$ cat src/rtl/sram_port_arbiter_if.sv
// Bundle of the fetch port, data port, flush and shared memory port seen by sram_port_arbiter.
// slave is the arbiter's view; master is the CPU/memory side that drives it.
interface sram_port_arbiter_if #(
   parameter int ADDR_W = 32,
   parameter int DATA_W = 32
);
   logic              i_req;
   logic [ADDR_W-1:0] i_addr;
   logic              i_addr_ok;
   logic              i_data_ok;
   logic [DATA_W-1:0] i_rdata;
   logic              d_req;
   logic              d_wr;
   logic [1:0]        d_size;
   logic [ADDR_W-1:0] d_addr;
   logic [DATA_W-1:0] d_wdata;
   logic              d_addr_ok;
   logic              d_data_ok;
   logic [DATA_W-1:0] d_rdata;
   logic              flush;
   logic              mem_req;
   logic              mem_wr;
   logic [1:0]        mem_size;
   logic [ADDR_W-1:0] mem_addr;
   logic [DATA_W-1:0] mem_wdata;
   logic              mem_addr_ok;
   logic              mem_data_ok;
   logic [DATA_W-1:0] mem_rdata;

   modport slave (
      input  i_req, i_addr, d_req, d_wr, d_size, d_addr, d_wdata, flush,
      input  mem_addr_ok, mem_data_ok, mem_rdata,
      output i_addr_ok, i_data_ok, i_rdata, d_addr_ok, d_data_ok, d_rdata,
      output mem_req, mem_wr, mem_size, mem_addr, mem_wdata
   );

   modport master (
      output i_req, i_addr, d_req, d_wr, d_size, d_addr, d_wdata, flush,
      output mem_addr_ok, mem_data_ok, mem_rdata,
      input  i_addr_ok, i_data_ok, i_rdata, d_addr_ok, d_data_ok, d_rdata,
      input  mem_req, mem_wr, mem_size, mem_addr, mem_wdata
   );
endinterface

$ cat src/rtl/sram_port_arbiter.sv
// Arbitrates inst-fetch and data ports onto one SRAM-like port, one transaction in flight,
// dropping stale fetch responses after a flush. Define SRAM_ARB_RR_EN for round-robin contention.
module sram_port_arbiter #(
   parameter int ADDR_W = 32,
   parameter int DATA_W = 32
) (
   input logic                clk,
   input logic                reset,
   sram_port_arbiter_if.slave bus
);

   typedef enum logic [1:0] {
      ST_IDLE = 2'd0,
      ST_ADDR = 2'd1,
      ST_RESP = 2'd2
   } state_t;

   state_t state_r, state_nx;
   logic   owner_r, owner_nx;
   logic   drop_inst_r, drop_inst_nx;
   logic   pick_data_s;
   logic   sel_data_s;
   logic   fwd_s;
   logic   accept_s;

`ifdef SRAM_ARB_RR_EN
   logic   last_owner_r, last_owner_nx;

   // On contention the side that lost the last accepted transaction wins.
   assign pick_data_s = (bus.d_req && bus.i_req) ? ~last_owner_r : bus.d_req;
`else
   assign pick_data_s = bus.d_req;
`endif

   // State, owner and drop-flag registers.
   always_ff @(posedge clk) begin
      if (reset) begin
         state_r      <= ST_IDLE;
         owner_r      <= 1'b0;
         drop_inst_r  <= 1'b0;
`ifdef SRAM_ARB_RR_EN
         last_owner_r <= 1'b0;
`endif
      end else begin
         state_r      <= state_nx;
         owner_r      <= owner_nx;
         drop_inst_r  <= drop_inst_nx;
`ifdef SRAM_ARB_RR_EN
         last_owner_r <= last_owner_nx;
`endif
      end
   end

   // Next-state logic, request forwarding and response routing.
   always_comb begin
      state_nx      = state_r;
      owner_nx      = owner_r;
      drop_inst_nx  = drop_inst_r;
`ifdef SRAM_ARB_RR_EN
      last_owner_nx = last_owner_r;
`endif
      sel_data_s    = 1'b0;
      fwd_s         = 1'b0;
      accept_s      = 1'b0;
      bus.i_addr_ok = 1'b0;
      bus.i_data_ok = 1'b0;
      bus.i_rdata   = {DATA_W{1'b0}};
      bus.d_addr_ok = 1'b0;
      bus.d_data_ok = 1'b0;
      bus.d_rdata   = {DATA_W{1'b0}};
      bus.mem_req   = 1'b0;
      bus.mem_wr    = 1'b0;
      bus.mem_size  = 2'd0;
      bus.mem_addr  = {ADDR_W{1'b0}};
      bus.mem_wdata = {DATA_W{1'b0}};

      if (reset) begin
         state_nx = ST_IDLE;
      end else begin
         case (state_r)
            ST_IDLE: begin
               if (bus.d_req || bus.i_req) begin
                  sel_data_s = pick_data_s;
                  fwd_s      = 1'b1;
                  owner_nx   = pick_data_s;
                  if (bus.mem_addr_ok) begin
                     accept_s = 1'b1;
                     state_nx = ST_RESP;
                  end else begin
                     state_nx = ST_ADDR;
                  end
               end else begin
                  state_nx = ST_IDLE;
               end
            end
            ST_ADDR: begin
               sel_data_s = owner_r;
               fwd_s      = owner_r ? bus.d_req : bus.i_req;
               if (fwd_s && bus.mem_addr_ok) begin
                  accept_s = 1'b1;
                  state_nx = ST_RESP;
                  if (!owner_r && bus.flush) begin
                     drop_inst_nx = 1'b1;
                  end else begin
                     drop_inst_nx = drop_inst_r;
                  end
               end else if (!fwd_s || (!owner_r && bus.flush)) begin
                  // Owner withdrew or a flush abandoned an unaccepted fetch.
                  state_nx = ST_IDLE;
               end else begin
                  state_nx = ST_ADDR;
               end
            end
            ST_RESP: begin
               if (bus.mem_data_ok) begin
                  state_nx     = ST_IDLE;
                  drop_inst_nx = 1'b0;
                  if (owner_r) begin
                     bus.d_data_ok = 1'b1;
                     bus.d_rdata   = bus.mem_rdata;
                  end else if (!(drop_inst_r || bus.flush)) begin
                     bus.i_data_ok = 1'b1;
                     bus.i_rdata   = bus.mem_rdata;
                  end else begin
                     bus.i_data_ok = 1'b0;
                  end
               end else if (!owner_r && bus.flush) begin
                  drop_inst_nx = 1'b1;
               end else begin
                  drop_inst_nx = drop_inst_r;
               end
            end
            default: begin
               state_nx = ST_IDLE;
            end
         endcase

         if (fwd_s) begin
            bus.mem_req = 1'b1;
            if (sel_data_s) begin
               bus.mem_wr    = bus.d_wr;
               bus.mem_size  = bus.d_size;
               bus.mem_addr  = bus.d_addr;
               bus.mem_wdata = bus.d_wdata;
            end else begin
               bus.mem_wr    = 1'b0;
               bus.mem_size  = 2'd2;
               bus.mem_addr  = bus.i_addr;
               bus.mem_wdata = {DATA_W{1'b0}};
            end
         end else begin
            bus.mem_req = 1'b0;
         end

         if (accept_s) begin
            bus.d_addr_ok = sel_data_s;
            bus.i_addr_ok = ~sel_data_s;
`ifdef SRAM_ARB_RR_EN
            last_owner_nx = sel_data_s;
`endif
         end else begin
            bus.d_addr_ok = 1'b0;
            bus.i_addr_ok = 1'b0;
         end
      end
   end

endmodule
$ cat src/flat_wrapper.sv
// flat-port wrapper written by rule: the top's interface ports become plain ports
module sram_port_arbiter_flat 
#(
   parameter int ADDR_W = 32,
   parameter int DATA_W = 32
)
  (clk, reset, bus_i_req, bus_i_addr, bus_d_req, bus_d_wr, bus_d_size, bus_d_addr, bus_d_wdata, bus_flush, bus_mem_addr_ok, bus_mem_data_ok, bus_mem_rdata, bus_i_addr_ok, bus_i_data_ok, bus_i_rdata, bus_d_addr_ok, bus_d_data_ok, bus_d_rdata, bus_mem_req, bus_mem_wr, bus_mem_size, bus_mem_addr, bus_mem_wdata);
  sram_port_arbiter_if #(.ADDR_W(ADDR_W), .DATA_W(DATA_W)) bus_i ();
  input logic clk;
  input logic reset;
  input wire logic [$bits(bus_i.i_req)-1:0] bus_i_req;
  input wire logic [$bits(bus_i.i_addr)-1:0] bus_i_addr;
  input wire logic [$bits(bus_i.d_req)-1:0] bus_d_req;
  input wire logic [$bits(bus_i.d_wr)-1:0] bus_d_wr;
  input wire logic [$bits(bus_i.d_size)-1:0] bus_d_size;
  input wire logic [$bits(bus_i.d_addr)-1:0] bus_d_addr;
  input wire logic [$bits(bus_i.d_wdata)-1:0] bus_d_wdata;
  input wire logic [$bits(bus_i.flush)-1:0] bus_flush;
  input wire logic [$bits(bus_i.mem_addr_ok)-1:0] bus_mem_addr_ok;
  input wire logic [$bits(bus_i.mem_data_ok)-1:0] bus_mem_data_ok;
  input wire logic [$bits(bus_i.mem_rdata)-1:0] bus_mem_rdata;
  output wire logic [$bits(bus_i.i_addr_ok)-1:0] bus_i_addr_ok;
  output wire logic [$bits(bus_i.i_data_ok)-1:0] bus_i_data_ok;
  output wire logic [$bits(bus_i.i_rdata)-1:0] bus_i_rdata;
  output wire logic [$bits(bus_i.d_addr_ok)-1:0] bus_d_addr_ok;
  output wire logic [$bits(bus_i.d_data_ok)-1:0] bus_d_data_ok;
  output wire logic [$bits(bus_i.d_rdata)-1:0] bus_d_rdata;
  output wire logic [$bits(bus_i.mem_req)-1:0] bus_mem_req;
  output wire logic [$bits(bus_i.mem_wr)-1:0] bus_mem_wr;
  output wire logic [$bits(bus_i.mem_size)-1:0] bus_mem_size;
  output wire logic [$bits(bus_i.mem_addr)-1:0] bus_mem_addr;
  output wire logic [$bits(bus_i.mem_wdata)-1:0] bus_mem_wdata;
  assign bus_i.i_req = bus_i_req;
  assign bus_i.i_addr = bus_i_addr;
  assign bus_i.d_req = bus_d_req;
  assign bus_i.d_wr = bus_d_wr;
  assign bus_i.d_size = bus_d_size;
  assign bus_i.d_addr = bus_d_addr;
  assign bus_i.d_wdata = bus_d_wdata;
  assign bus_i.flush = bus_flush;
  assign bus_i.mem_addr_ok = bus_mem_addr_ok;
  assign bus_i.mem_data_ok = bus_mem_data_ok;
  assign bus_i.mem_rdata = bus_mem_rdata;
  assign bus_i_addr_ok = bus_i.i_addr_ok;
  assign bus_i_data_ok = bus_i.i_data_ok;
  assign bus_i_rdata = bus_i.i_rdata;
  assign bus_d_addr_ok = bus_i.d_addr_ok;
  assign bus_d_data_ok = bus_i.d_data_ok;
  assign bus_d_rdata = bus_i.d_rdata;
  assign bus_mem_req = bus_i.mem_req;
  assign bus_mem_wr = bus_i.mem_wr;
  assign bus_mem_size = bus_i.mem_size;
  assign bus_mem_addr = bus_i.mem_addr;
  assign bus_mem_wdata = bus_i.mem_wdata;
  sram_port_arbiter #(.ADDR_W(ADDR_W), .DATA_W(DATA_W)) u_core (.clk(clk), .reset(reset), .bus(bus_i));
endmodule
$ cat config.mk
export PLATFORM = sky130hd
export DESIGN_NAME = sram_port_arbiter_flat
export DESIGN_NICKNAME = d
export VERILOG_FILES = /design/src/rtl/sram_port_arbiter_if.sv /design/src/rtl/sram_port_arbiter.sv /design/src/flat_wrapper.sv
export SDC_FILE = /design/constraint.sdc
export NUM_CORES = 1
export LEC_CHECK = 0
export CAP_MARGIN = 25
export CORE_AREA = 2 2 107 109
export CTS_CLUSTER_SIZE = 24
export DETAILED_ROUTE_END_ITERATION = 10
export DIE_AREA = 0 0 109 111
export PLACE_DENSITY = 0.61
export SYNTH_ARGS = -nofsm -noshare
export SYNTH_HDL_FRONTEND = slang
export SYNTH_SLANG_ARGS = --single-unit
export TNS_END_PERCENT = 50
$ cat constraint.sdc
create_clock -name clk -period 1.9 [get_ports clk]
set_input_delay 0.285 -clock clk [delete_from_list [all_inputs] [get_ports clk]]
set_output_delay 0.285 -clock clk [all_outputs]
set_load 0.05 [all_outputs]
==> results.toml, run 1 <==
[outcome]
status = "finished, violations left"
violations = "negative setup slack"

[setup_path]
cp-startpoint = "u_core.state_r[0]$_SDFFE_PP0P_"
crit_path_end_kind = "primary output"
crit_path_end = "bus_mem_addr[13]"
critical_path.max_fanout = 8
critPathRequiredTime_ns = 1.62
worstReg2RegEnd = "u_core.state_r[0]$_SDFFE_PP0P_"
r2r_cells = 5
crit_path_start_kind = "flop"
critPathSlowestCell = "or4_4"
max_stage_delay_ns = 0.63
arrival_ns = 1.89
worstReg2RegStart = "u_core.state_r[0]$_SDFFE_PP0P_"
r2r_slack_ns = 0.10
crit_type = "reg2out"
crit_chain = "nor3b_4 -> or4_4 -> buf_16 -> a21oi_4 -> buf_12"

[floorplanning]
core_um2 = 11100
rows = 39
dieHeight_um = 111
dieArea_um2 = 12100
start_util_pct = 13.5
ios = 274
die_x_um = 109

[placed_design]
port_buffers = 273
place_ws_ns = -0.406
dp_hpwl_mm = 8.59
placed_cell_area_um2 = 6210
place.gp.congestion = 0.768

[routing]
wl_per_cell_um = 16.0
drtIter0Drc = 84
dr.pass1.iters = 4
vias_per_cell = 4.13
via_count = 2857
wirelength_mm = 11.1
drc = 0
postRouteAntennaNets = 0

[clock_network]
cts_max_path_buffers = 2
cts_buffers = 3
cts_max_level = 1
path_clk_slew_ns = 0.03
root_buffer = "clkbuf_16"
hold_buffers = 0
clock-sinks = 4
clk_latency_ns = 0.22
cts_tree = "yes"

[cells_and_area]
syn_to_final_growth_pct = 355
layout.nets = 687
fillers = 893
fin_area_um2 = 6830
drive_above_1_share_pct = 57.8

[synth]
synth_edf_count = 0
async_flop_share_pct = 0
postSynthAreaPerCell_um2 = 5.88
synthTopCellsByArea = "and2_1 41%, nand2_1 17%, a21oi_2 12%"
yosysTopAreaCell = "and2_1"
synth_top_area_share_pct = 40.9
synthCells = 255
synth_nets = 393
synth_seq_area_share_pct = 5.34
ys_ff_latch = 4
yosys-top-cells-count = "98 x and2_1, 67 x nand2_1, 20 x a21oi_2"
synth_area_um2 = 1500
ys_dominant_reg_cell = "dfxtp_1"
synth_cell_types = 27
yosys_warnings = 0
synthMostInstantiatedCell = "and2_1"

[timing]
hold_viol_final = 0
min_period_ns = 2.17
fin_crit_sh_pct = 114
slew_headroom_pct = 82.5
layout_setup_ws_ns = -0.272
slew_viol_final = 0
finalSetupViolations = 136
rsz0062_at_grt = "yes"
worst_pin_slew_ns = 0.255
finalClockSkew_ns = 0.000191
max_freq_mhz = 460

[power_and_ir_drop]
p_per_area_nw_per_um2 = 312
p_leak_nw = 2.72
vdd_ir_drop_max_v = 0.000249

[grt]
grt_pass1_vias = 3155
overflow = 0
grt_pass1_wl_mm = 16.5
antenna_found_initial = 1
grt_max_degree = 35
grt_util_all_layers_pct = 17.4

[worst_hold_path]
hp-class = "reg2reg"
whs_path_depth = 2

[run]
cap_violations = 0
==> state kept, by name, summed over array words and instances (netlist names) <==
name and cells:
u_core.owner_r 1, u_core.state_r 2, u_core.drop_inst_r 1
==> cells in the final DEF (no fill, tap or decap), drive strengths merged <==
| cell | instances |
|---|---|
| clkinvlp | 1 |
| mux2i | 1 |
| o21ai | 2 |
| a2111oi | 1 |
| nand3b | 1 |
| or4 | 1 |
| diode | 1 |
| nor2 | 8 |
| a221oi | 1 |
| nor3 | 3 |
| o21bai | 1 |
| nand2 | 67 |
| dlygate4sd2 | 4 |
| and2 | 98 |
| and2b | 1 |
| buf | 171 |
| clkbuf | 5 |
| nand2b | 2 |
| clkdlybuf4s50 | 133 |
| nor3b | 2 |
| nor4 | 1 |
| nor2b | 1 |
| inv | 3 |
| a21oi | 34 |
| or2 | 1 |
| dfxtp | 4 |
==> critical path: cells and delay by family (launching register included) <==
family / cells / cell delay, ns
AOI/OAI and AO/OA: 1 / 0.15
DFF: 1 / 0.36
and+or+nand+nor: 2 / 0.78
buffers and inverters: 2 / 0.37
==> metrics by stage <==
stage                     setup TNS, ns  total power [mW]  util (%)  hold slack [ns]  cells
after global placement           -32.28              1.65      56.0            0.488    670
after floorplan                   -4.58             0.819         -            0.357    255
final                            -21.84              2.13      61.7            0.499    691
after global routing             -31.14              2.22      61.7            0.527    691
after detailed placement         -34.13              1.67      56.0            0.499    670
after CTS                        -21.95              2.13      60.9            0.506    689
==> worst min-delay path by stage <==
stage                                         start                              end  slack [ns]
finish              u_core.drop_inst_r$_SDFFE_PP0P_  u_core.drop_inst_r$_SDFFE_PP0P_        0.50
global route        u_core.drop_inst_r$_SDFFE_PP0P_  u_core.drop_inst_r$_SDFFE_PP0P_        0.53
CTS                 u_core.drop_inst_r$_SDFFE_PP0P_  u_core.drop_inst_r$_SDFFE_PP0P_        0.51
detailed placement  u_core.drop_inst_r$_SDFFE_PP0P_  u_core.drop_inst_r$_SDFFE_PP0P_        0.50
global placement    u_core.drop_inst_r$_SDFFE_PP0P_  u_core.drop_inst_r$_SDFFE_PP0P_        0.49
floorplan                                     reset      u_core.owner_r$_SDFFE_PP0N_        0.36
==> routing by layer <==
metal  wire, um  share of wire (%)  global-route usage, %
met1       3560                 32                   17.2
met4         90               0.81                   2.99
met2       6210                 56                   34.4
met3       1210                 11                   5.82
met5          0                  0                      0
==> power by group <==
group	total (mW)	switching (mW)	internal, mW
sequential	0.0993	0.00807	0.0912
combinational	1.70	0.813	0.887
clock	0.330	0.0614	0.269
total	2.13	0.882	1.25
==> cell type report <==
type | count | area [um^2] | share of cell area (%)
multi-input combinational | 226 | 1870 | 27.3
sequential | 4 | 85.1 | 1.25
antenna | 1 | 2.50 | 0.0366
clock buffer | 3 | 75.1 | 1.10
tap | 143 | 179 | 2.62
inverter | 4 | 18.8 | 0.275
timing repair buffer | 310 | 4610 | 67.4
==> logic make-up (layout without fill, tap and decap cells) <==
group | after synthesis | count (layout) | synth area share (%)
mux | 1 | 1 | 0.667
buf+inv | 25 | 317 | 8.09
simple gates | 186 | 186 | 66.8
flops | 4 | 4 | 5.34
compound gates | 39 | 39 | 19.1
other cells | 0 | 1 | 0
==> timing repair <==
item | 4_1_cts | 5_1_grt
hold endpoints to repair | 0 | 0
cloned | 6 | 4
buffers inserted | 10 | 0
gates resized for setup | 88 | 31
pin swaps | 25 | 20
endpoints found under the setup margin | 136 | 136
Note: power is estimated with default switching activity, not from simulation.
==> inputs of run 2 (changes only) <==
--- a/config.mk
+++ b/config.mk
@@ -11,6 +11,8 @@
 export DETAILED_ROUTE_END_ITERATION = 10
 export DIE_AREA = 0 0 109 111
 export PLACE_DENSITY = 0.61
+export RECOVER_POWER = 100
+export SKIP_CTS_REPAIR_TIMING = 1
 export SYNTH_ARGS = -nofsm -noshare
 export SYNTH_HDL_FRONTEND = slang
 export SYNTH_SLANG_ARGS = --single-unit
==> run 2 against run 1 <==
  * The run still ends with negative setup slack left
  * Combinational power about the same
  * Cell area down 1.1%
  * Core utilization down 0.68 points
  * Sequential power about the same
  * Critical path depth unchanged
  * Worst setup slack worse by 0.0079 ns
  * Largest cell class unchanged
  * Largest power group unchanged
==> results.toml, run 2 (synthesized netlist as in run 1, its figures left out) <==
[placed_design]
dpl.cell_count = 670
port_buffers = 273
placed_cell_area_um2 = 6210
dp_hpwl_mm = 8.59
place_ws_ns = -0.406
place.gp.congestion = 0.768

[setup_path]
critPathRequiredTime_ns = 1.62
cp-startpoint = "u_core.state_r[0]$_SDFFE_PP0P_"
crit_path_end_kind = "primary output"
critical_path.max_fanout = 8
crit_path_start_kind = "flop"
worstReg2RegStart = "u_core.state_r[0]$_SDFFE_PP0P_"
arrival_ns = 1.89
crit_type = "reg2out"

[worst_hold_path]
hp-class = "reg2reg"
worstHoldStart = "u_core.drop_inst_r$_SDFFE_PP0P_"

[timing]
slew_headroom_pct = 82.0
worst_pin_slew_ns = 0.270
min_period_ns = 2.18
max_freq_mhz = 459
hold_viol_final = 0
finalClockSkew_ns = 0.000407
fin_setup_tns_ns = -17.41
layout_setup_ws_ns = -0.280
worst_hold_slack_ns = 0.498
fin_crit_sh_pct = 115
slew_viol_final = 0
rsz0062_at_grt = "yes"
finalSetupViolations = 135

[power_and_ir_drop]
p_leak_nw = 2.70
vdd_ir_drop_max_v = 0.000247
p_per_area_nw_per_um2 = 313
total_power_mw = 2.11

[routing]
dr.pass1.iters = 4
via_count = 2845
drtIter0Drc = 82
wl_per_cell_um = 15.5
postRouteAntennaNets = 0
vias_per_cell = 4.14
wirelength_mm = 10.6
drc = 0

[grt]
overflow = 0
grt_pass1_vias = 2893
grt_util_all_layers_pct = 15.6
grt_pass1_wl_mm = 14.9
grt_max_degree = 35
antenna_found_initial = 1

[cells_and_area]
largestRegisters = "u_core.state_r: 2 flops, u_core.drop_inst_r: 1 flops, u_core.owner_r: 1 flops"
regMostFlops = "u_core.state_r"
fin_util_pct = 61.0
syn_to_final_growth_pct = 350
most-common-layout-cells = "144 x buf_12, 133 x clkdlybuf4s50_1, 67 x nand2_1"
largest_register_ffs = 2
drive_above_1_share_pct = 54.0
stdcell_count = 687
fin_area_um2 = 6760
layout.nets = 683
mostFrequentLayoutCell = "buf_12"

[clock_network]
clk_latency_ns = 0.22
cts_buffers = 3
cts_max_level = 1
root_buffer = "clkbuf_16"
cts_max_path_buffers = 2
path_clk_slew_ns = 0.03
clock-sinks = 4
cts_tree = "yes"

[floorplanning]
dieHeight_um = 111
rows = 39
ios = 274
dieArea_um2 = 12100
die_x_um = 109
core_um2 = 11100
start_util_pct = 13.5

[run]
cap_violations = 0

[outcome]
status = "finished, violations left"
violations = "negative setup slack"
run 2: final timing paths:
path	endpoint	slack, ns	cells past startpoint
worst max register to register	u_core.state_r[0]$_SDFFE_PP0P_	0.12	5
worst min-delay path	u_core.drop_inst_r$_SDFFE_PP0P_	0.50	2
worst max-delay path	bus_mem_addr[28]	-0.28	5
worst min register to register	u_core.drop_inst_r$_SDFFE_PP0P_	0.50	2
run 2: worst max-delay path: stages (launching register included):
cell,delay [ns]
dfxtp_2,0.34
nor3b_1,0.15
or4_4,0.63
clkbuf_16,0.24
a21oi_4,0.14
buf_12,0.15
run 2: report_power, final:
part	switching (mW)	total (mW)	internal (mW)
clock network	0.0613	0.330	0.269
registers	0.00755	0.0994	0.0919
logic	0.806	1.69	0.879
run 2: layout make-up:
| cell class | instances | area [um^2] |
|---|---|---|
| Clock buffer | 3 | 75.1 |
| Timing Repair Buffer | 306 | 4590 |
| Sequential cell | 4 | 82.6 |
| Tap cell | 143 | 179 |
| Inverter | 4 | 18.8 |
| Multi-Input combinational cell | 226 | 1810 |
| Antenna cell | 1 | 2.50 |
| Fill cell | 889 | 4320 |
run 2: per-layer routing:
layer,vias up,share of wire [%],GRT usage (%)
met5,-,0,0
met4,0,0.47,2.31
met3,2,11,5.76
met2,154,57,30.9
met1,1310,32,15.2
li1,1379,-,-
